`src/rtl/mov_seq_pkg.sv`:
```
// Shared types and constants for the movimiento sequencer: FSM states,
// peripheral register map, table geometry and the dwell register address.
package mov_seq_pkg;

  typedef enum logic [2:0] {
    IDLE,
    WRITE,
    DWELL,
    RD_T,
    RD_P,
    NEXT
  } state_t;

  localparam logic [3:0] ADDR_SS    = 4'h0;
  localparam logic [3:0] ADDR_RV1   = 4'h2;
  localparam logic [3:0] ADDR_RV2   = 4'h4;
  localparam logic [3:0] ADDR_RH1   = 4'h6;
  localparam logic [3:0] ADDR_RH2   = 4'h8;
  localparam logic [3:0] ADDR_THETA = 4'hA;
  localparam logic [3:0] ADDR_PHI   = 4'hC;

  localparam int unsigned N_FIELDS   = 5;
  localparam logic [4:0]  DWELL_ADDR = 5'd31;

  function automatic logic [3:0] field_addr(input logic [2:0] field);
    case (field)
      3'd0:    return ADDR_SS;
      3'd1:    return ADDR_RV1;
      3'd2:    return ADDR_RV2;
      3'd3:    return ADDR_RH1;
      3'd4:    return ADDR_RH2;
      default: return '0;
    endcase
  endfunction

endpackage

```
`src/rtl/mov_seq_timer.sv`:
```
// Down-counting dwell timer: load captures the period, tick counts it down,
// expire flags the final cycle of the period (count of 1 or less).
module mov_seq_timer #(
  parameter int W = 16
) (
  input  logic         clk,
  input  logic         rst,
  input  logic         load,
  input  logic [W-1:0] load_val,
  input  logic         tick,
  output logic         expire
);

  logic [W-1:0] cnt;

  always_ff @(posedge clk) begin
    if (rst) begin
      cnt <= '0;
    end else if (load) begin
      cnt <= load_val;
    end else if (tick && (cnt != '0)) begin
      cnt <= cnt - W'(1);
    end
  end

  always_comb begin
    expire = (cnt <= W'(1));
  end

endmodule

```
`src/rtl/movimiento_sequencer.sv`:
```
// Setpoint sequencer: writes five fields per step to the movement peripheral,
// dwells, then reads back theta/phi. Readback is enabled by MOV_SEQ_READBACK_EN.
module movimiento_sequencer
  import mov_seq_pkg::*;
#(
  parameter int N_STEPS = 4,
  parameter int DWELL_W = 16
) (
  input  logic        clk,
  input  logic        rst,
  input  logic        cfg_we,
  input  logic [4:0]  cfg_addr,
  input  logic [15:0] cfg_data,
  input  logic        start,
  input  logic        abort,
  output logic        m_cs,
  output logic        m_wr,
  output logic        m_rd,
  output logic [3:0]  m_addr,
  output logic [15:0] m_d_out,
  input  logic [15:0] m_d_in,
  output logic        busy,
  output logic        done,
  output logic [2:0]  step_idx,
  output logic [1:0]  theta_q,
  output logic [1:0]  phi_q
);

  state_t state, state_nxt;

  logic [2:0]         wcnt;
  logic [15:0]        tbl [0:31];
  logic [4:0]         tbl_idx;
  logic [DWELL_W-1:0] dwell;
  logic [DWELL_W-1:0] dwell_eff;
  logic               tmr_load, tmr_tick, tmr_expire;
  logic               done_set;
  logic               last_step;
  logic               cfg_hit_tbl;
  logic               unused_din;

  assign tbl_idx     = 5'(int'(step_idx) * N_FIELDS + int'(wcnt));
  assign last_step   = (step_idx == 3'(N_STEPS - 1));
  assign cfg_hit_tbl = (cfg_addr < 5'(N_FIELDS * N_STEPS));
  assign dwell_eff   = (dwell == '0) ? DWELL_W'(1) : dwell;
  assign unused_din  = ^m_d_in;

  mov_seq_timer #(
    .W(DWELL_W)
  ) u_timer (
    .clk     (clk),
    .rst     (rst),
    .load    (tmr_load),
    .load_val(dwell_eff),
    .tick    (tmr_tick),
    .expire  (tmr_expire)
  );

  always_ff @(posedge clk) begin
    if (rst) begin
      state    <= IDLE;
      wcnt     <= '0;
      step_idx <= '0;
      done     <= 1'b0;
      theta_q  <= '0;
      phi_q    <= '0;
      dwell    <= DWELL_W'(1);
      for (int unsigned i = 0; i < 32; i++) tbl[i] <= '0;
    end else begin
      state <= state_nxt;
      done  <= done_set;
      wcnt  <= (state == WRITE && state_nxt == WRITE) ? wcnt + 3'd1 : '0;

      if (state == IDLE && start && !abort) begin
        step_idx <= '0;
      end else if (state == NEXT && !abort && !last_step) begin
        step_idx <= step_idx + 3'd1;
      end

      if (state == IDLE && cfg_we) begin
        if (cfg_hit_tbl) begin
          tbl[cfg_addr] <= cfg_data;
        end else if (cfg_addr == DWELL_ADDR) begin
          dwell <= DWELL_W'(cfg_data);
        end
      end

`ifdef MOV_SEQ_READBACK_EN
      if (state == RD_T && !abort) theta_q <= m_d_in[1:0];
      if (state == RD_P && !abort) phi_q   <= m_d_in[1:0];
`endif
    end
  end

  always_comb begin
    state_nxt = state;
    m_cs      = 1'b0;
    m_wr      = 1'b0;
    m_rd      = 1'b0;
    m_addr    = '0;
    m_d_out   = '0;
    tmr_load  = 1'b0;
    tmr_tick  = 1'b0;
    done_set  = 1'b0;
    busy      = (state != IDLE);

    case (state)
      IDLE: begin
        if (start && !abort) state_nxt = WRITE;
      end
      WRITE: begin
        m_cs    = 1'b1;
        m_wr    = 1'b1;
        m_addr  = field_addr(wcnt);
        m_d_out = tbl[tbl_idx];
        // Timer is loaded on the last write so DWELL starts counting at once.
        if (wcnt == 3'(N_FIELDS - 1)) begin
          state_nxt = DWELL;
          tmr_load  = 1'b1;
        end
      end
      DWELL: begin
        tmr_tick = 1'b1;
`ifdef MOV_SEQ_READBACK_EN
        if (tmr_expire) state_nxt = RD_T;
`else
        if (tmr_expire) state_nxt = NEXT;
`endif
      end
`ifdef MOV_SEQ_READBACK_EN
      RD_T: begin
        m_cs      = 1'b1;
        m_rd      = 1'b1;
        m_addr    = ADDR_THETA;
        state_nxt = RD_P;
      end
      RD_P: begin
        m_cs      = 1'b1;
        m_rd      = 1'b1;
        m_addr    = ADDR_PHI;
        state_nxt = NEXT;
      end
`endif
      NEXT: begin
        if (last_step) begin
          state_nxt = IDLE;
          done_set  = 1'b1;
        end else begin
          state_nxt = WRITE;
        end
      end
      default: state_nxt = IDLE;
    endcase

    if (abort && state != IDLE) begin
      state_nxt = IDLE;
      done_set  = 1'b0;
    end
  end

endmodule

```
`config.mk`:
```
export PLATFORM = sky130hd
export DESIGN_NAME = movimiento_sequencer
export DESIGN_NICKNAME = d
export VERILOG_FILES = /design/src/rtl/mov_seq_pkg.sv /design/src/rtl/mov_seq_timer.sv /design/src/rtl/movimiento_sequencer.sv
export SDC_FILE = /design/constraint.sdc
export NUM_CORES = 1
export LEC_CHECK = 0
export CORE_MARGIN = 1.5
export CORE_UTILIZATION = 65
export CTS_CLUSTER_SIZE = 14
export DETAILED_ROUTE_END_ITERATION = 12
export PLACE_DENSITY = 0.94
export SLEW_MARGIN = 20
export SYNTH_ARGS = -nofsm -noshare
export SYNTH_HDL_FRONTEND = slang
export SYNTH_HIERARCHICAL = 1
export SYNTH_SLANG_ARGS = --single-unit
```
`constraint.sdc`:
```
create_clock -name clk -period 7 [get_ports clk]
set_clock_uncertainty 0.1 [all_clocks]
set_input_delay 1.4 -clock clk [delete_from_list [all_inputs] [get_ports clk]]
set_output_delay 1.4 -clock clk [all_outputs]
set_load 0.02 [all_outputs]
```
==> results of run 1 <==
[worst min-delay path by stage]
stage	end	cells past startpoint	startpoint
after floorplan	dwell[0]	2	dwell[0]
after global placement	dwell[13]	2	dwell[13]
after detailed placement	dwell[13]	2	dwell[13]
after CTS	dwell[13]	2	dwell[13]
after global routing	dwell[13]	2	dwell[13]
final	dwell[13]	2	dwell[13]
[stage by stage]
| step | utilization | total power [W] | instance area, um^2 |
|---|---|---|---|
| CTS | 0.753 | 0.00695 | 27800 |
| detailed placement | 0.708 | 0.00425 | 26100 |
| global route | 0.753 | 0.00711 | 27800 |
| floorplan | - | 0.00411 | 25300 |
| global placement | 0.708 | 0.00421 | 26100 |
| finish | 0.753 | 0.00695 | 27800 |
[routing by layer]
layer,track usage,part of all wire
met5,0,0
met4,0.124,0.037
met3,0.0521,0.11
met2,0.500,0.51
met1,0.380,0.35
[power groups by stage]
stage	sequential (W)	combinational, W	clock, W
6_report	0.00384	0.000353	0.00275
4_1_cts	0.00384	0.000343	0.00277
3_5_place_dp	0.00391	0.000337	0
2_1_floorplan	0.00388	0.000223	0
3_3_place_gp	0.00389	0.000322	0
5_1_grt	0.00385	0.000372	0.00288
[state kept, by name, indices dropped and copies added, names as in the netlist]
name         cells
done             1
dwell           16
state            3
step_idx         3
tbl            512
u_timer/cnt     16
wcnt             3
[area by class of cell]
type                            count  area (um^2)  area share
Clock inverter                     26          153     0.00549
Clock buffer                       74         1510      0.0544
Inverter                           13         48.8     0.00176
Multi-Input combinational cell   1028         8440       0.304
Timing Repair Buffer               84          787      0.0283
Sequential cell                   554        16200       0.584
Tap cell                          504          631      0.0227
[critical path, delay by kind of cell (launching register included)]
family / cells / cell delay (ps)
mux: 2 / 910
fa+ha+maj: 3 / 1120
compound gates: 1 / 160
buf+inv: 2 / 1160
xor+xnor: 1 / 180
flops: 1 / 500
[logic make-up after synthesis]
family	synth area share
and+or+nand+nor	0.118
muxes	0.152
AOI/OAI and AO/OA	0.0278
xor gates and xnor gates	0.00429
other	0.000153
buffers and inverters	0.0273
adders and majority gates	0.00898
DFF	0.661
[placed cells by master, fill, tap and decap left out, drive strengths merged, types with 6 or more instances in the layout]
cell	count
a211oi	9
a21oi	22
and2	321
buf	33
clkbuf	75
clkdlybuf4s50	50
clkinv	21
conb	198
dfxtp	42
edfxtp	512
ha	16
inv	14
mux2	18
mux2i	65
mux4	128
nand2	46
nand3	6
nand4	6
nor2	50
nor3	13
nor4	7
o21ai	25
o22ai	33
or2	7
xor2	7
==> impl_metrics.tcl, run 1 <==
set metrics [dict create \
    outcome "finished clean" \
    initial_core_util 0.665 \
    layout-drive-gt1-share 0.160 \
    layout_setup_ws_ps 838 \
    leakage_nw 10.0 \
    cts_setup_buffers 0 \
    postSynthCellCount 1541 \
    root_buffer "clkbuf_16" \
    ys_seq_area_frac 0.661 \
    yosysMostFrequentCell "edfxtp_1" \
    seq_power_share 0.553 \
    routed_wl_um 55900 \
    r2r_slack_ps 3780 \
    grt_setup_unrepaired "no" \
    endpoint_kind "output pin" \
    path_common_cell "ha_1" \
    grt_pass1_wl_um 83900 \
    timing.final.max_slew_violations 0 \
    tightest_slew_ps 1210 \
    synthTopCellsByCount "edfxtp_1 (512), and2_1 (321), mux4_2 (128)" \
    path_class "flip-flop to output pin" \
    start_kind "flip-flop" \
    core_um2 36900 \
    antenna_found_initial 0 \
    dp_hpwl_um 32900 \
    hp-class "flip-flop to flip-flop" \
    r2r_start "state[1]" \
    p_sw_frac 0.214 \
    max_freq_mhz 162 \
    synth_ff_type "edfxtp_1" \
    ys_ff_latch 554 \
    io_buffers 51 \
    gp_congestion 0.872 \
    die_w_um 197 \
    cts_hold_buf 0 \
    internal-power_w 0.00546 \
    overflow 0 \
    cts_tree "yes" \
    powerDensity_nw_per_um2 250 \
    vdd_ir_drop_max_mv 0.206 \
    hold_ws_ps 365 \
    drcViolationCount 0 \
    synth-async-reset-ratio 0 \
    rr_worst_depth 4 \
    required_ps 5500 \
    synth.top_cell.area_share 0.627 \
    reg2reg_to "tbl[16][1]" \
    die_h_um 197 \
    routedWlPerCell_um 24.5 \
    routed_via_density 6.18 \
    synth.area.top_cells "edfxtp_1 (63%), mux4_2 (12%), and2_1 (8.2%)" \
    ant_nets 0 \
    cap_viol_max_count 0 \
    synth_area_leader_cell "edfxtp_1" \
    p_sw_w 0.00149 \
    antennaDiodeCount 0 \
    slowest_stage "buf_4" \
    grt_pass1_vias 14500 \
    cp.arrival_ps 4660 \
    vias 14100 \
    place_ws_ps 1630 \
    synth_cell_types 64 \
    grt_max_degree 87 \
    ios 74 \
    cts_resized 0 \
    num_rows 70 \
    setup_viol 0 \
    crit_path_max_incr_delay_ps 610 \
    path_clk_slew_ps 60 \
    h-tree-depth 2 \
    post-route-min-period_ps 6160 \
    synth_area_um2 24500 \
    die-area_um2 38900 \
    grtUsageTotal 0.295 \
    fin_crit_sh 0.880 \
    pwr-share-clk 0.396 \
    cts_made_buffers 54 \
    worstSetupStartpoint "step_idx[0]" \
    yosysWarnings 6 \
    placed_cells 2183 \
    critPathCapture "m_d_out[10]" \
    cp_max_fo 32 \
    synth_edf_count 512 \
    drtIter0Drc 1627 \
    cts_num_sinks 554 \
    fillerInstances 1959 \
    drt_pass1_iterations 5 \
    clk_latency_ps 610 \
    tns_ps 0 \
    area_growth_pct 13.3 \
    syn_avg_cell_area_um2 15.9 \
    clockBufferDepth 3 \
    combPwrFrac 0.051 \
    path_cells "ha_1 -> ha_1 -> fa_1 -> xnor2_2 -> buf_4 -> mux2i_1 -> o22ai_1 -> mux2_2 -> clkdlybuf4s50_1" \
    maxSlewHeadroom 0.190 \
    finalNonFillerCells 2283 \
    hold_violations 0 \
    num-nets-final 1794 \
]
Power figures use the tool's default switching activity.
==> run 2, diff against run 1 <==
SKIP_LAST_GASP = 1   (was unset)
==> results of run 2 <==
No change in the layout: final DEF, timing and power equal those of run 1.
==> run 3, diff against run 2 <==
CORE_UTILIZATION = 45   (was 65)
PLACE_DENSITY = 0.71   (was 0.94)
==> run 3 against run 2 <==
Compared with the run above:
- power is 0.62% higher
- flip-flop and latch count unchanged
- cell area grew 1.0%
- fmax up 2.8%
- register-to-register slack gained 260 ps
==> impl_metrics.tcl, run 3 (synthesized netlist as in run 1, its figures left out) <==
set metrics [dict create \
    required_ps 5500 \
    vdd_ir_drop_max_mv 0.208 \
    initial_core_util 0.456 \
    num_rows 85 \
    gp_congestion 0.820 \
    hp-class "flip-flop to flip-flop" \
    area_growth_pct 14.5 \
    grt_pass1_vias 13500 \
    cts_num_sinks 554 \
    grt_pass1_wl_um 75900 \
    routed_wl_um 48500 \
    cts_hold_buf 0 \
    max_freq_mhz 167 \
    cts_tree "yes" \
    seq_power_share 0.548 \
    clockBufferDepth 3 \
    cts_resized 0 \
    fin_crit_sh 0.856 \
    finalPower_w 0.00699 \
    final_cell_mix "edfxtp_1 (512), and2_1 (321), conb_1 (198), mux4_2 (128), mux2i_1 (65)" \
    grt_setup_unrepaired "no" \
    h-tree-depth 2 \
    dp_hpwl_um 31300 \
    start_kind "flip-flop" \
    drtIter0Drc 1009 \
    path_clk_slew_ps 60 \
    fin_util 0.522 \
    final_common_cell "edfxtp_1" \
    endpoint_kind "output pin" \
    io_buffers 51 \
    antenna_found_initial 0 \
    largest_reg_flops 512 \
    vias 13000 \
    maxSlewHeadroom 0.240 \
    ant_nets 0 \
    pwr-share-clk 0.405 \
    powerDensity_nw_per_um2 249 \
    clk_latency_ps 590 \
    cts_made_buffers 55 \
    num-nets-final 1793 \
    antennaDiodeCount 0 \
    overflow 0 \
    grtUsageTotal 0.177 \
    regMostFlops "tbl" \
    top_regs "tbl (512), dwell (16), u_timer/cnt (16)" \
    routedWlPerCell_um 19.6 \
    die-area_um2 55900 \
    tightest_slew_ps 1140 \
    p_sw_frac 0.207 \
    cp.arrival_ps 4490 \
    combPwrFrac 0.047 \
    setup_viol 0 \
    tns_ps 0 \
    drt_pass1_iterations 5 \
    path_class "flip-flop to output pin" \
    die_w_um 236 \
    p_sw_w 0.00145 \
    die_h_um 236 \
    core_um2 53800 \
    internal-power_w 0.00554 \
    root_buffer "clkbuf_16" \
    cp_max_fo 32 \
    ios 74 \
    leakage_nw 10.1 \
    post-route-min-period_ps 5990 \
    grt_max_degree 95 \
    hold_violations 0 \
    outcome "finished clean" \
    cts_setup_buffers 0 \
    timing.final.max_slew_violations 0 \
    layout-drive-gt1-share 0.162 \
    drcViolationCount 0 \
    cap_viol_max_count 0 \
    fillerInstances 4375 \
    routed_via_density 5.25 \
]
run 3: cell types whose count changed in the layout (fill, tap and decap cells not counted), moves of 2 or more:
cell        delta
buf_4          -3
clkinv_2       +5
bufinv_16      +3
clkbuf_1       -2
clkbuf_8       -2
nor2_2         +3
clkinvlp_4     -2
nor2_1         -3
run 3: power groups by stage:
| stage | sequential [W] | combinational (W) | clock [W] |
|---|---|---|---|
| 2_1_floorplan | 0.00388 | 0.000223 | 0 |
| 3_3_place_gp | 0.00389 | 0.000319 | 0 |
| 3_5_place_dp | 0.00390 | 0.000325 | 0 |
| 4_1_cts | 0.00383 | 0.000326 | 0.00290 |
| 5_1_grt | 0.00385 | 0.000356 | 0.00301 |
| 6_report | 0.00383 | 0.000326 | 0.00283 |
run 3: path summary, 6_finish.rpt:
kind	end	startpoint	cells after the start	slack (ps)
min	dwell[3]	dwell[3]	2	390
min reg2reg	dwell[3]	dwell[3]	2	390
max reg2reg	tbl[8][8]	state[1]	4	4040
max	m_d_out[6]	step_idx[0]	9	1010
run 3: stage by stage:
stage / setup slack (ps) / hold slack, ps / instances / instance area [um^2]
2_1_floorplan: 2730 / 343 / 1738 / 25300
3_3_place_gp: 1640 / 367 / 2373 / 26300
3_5_place_dp: 1590 / 374 / 2373 / 26300
5_1_grt: 839 / 407 / 2473 / 28100
6_report: 1010 / 388 / 2473 / 28100
4_1_cts: 934 / 382 / 2473 / 28100
run 3: final cells by class:
type | instances | area, um^2 | share of cell area
multi-input cells | 1028 | 8440 | 0.301
clock inverters | 30 | 238 | 0.00847
repair buffers | 82 | 776 | 0.0276
flip-flops and latches | 554 | 16200 | 0.578
inverters | 13 | 48.8 | 0.00174
well taps | 696 | 871 | 0.0310
clock buffers | 70 | 1480 | 0.0526
run 3: worst max-delay path: stages (launching register included):
cell and delay (ps):
dfxtp_1 490, ha_1 290, ha_1 320, fa_1 510
xnor2_2 190, buf_4 570, mux2i_1 400, o22ai_1 220
mux2_2 340, clkdlybuf4s50_1 540
run 3: metal layers:
metal | vias up | GRT usage | part of all wire
met5 | - | 0 | 0
li1 | 5981 | - | -
met2 | 314 | 0.308 | 0.50
met1 | 6597 | 0.229 | 0.42
met3 | 79 | 0.0273 | 0.050
met4 | 0 | 0.0503 | 0.020
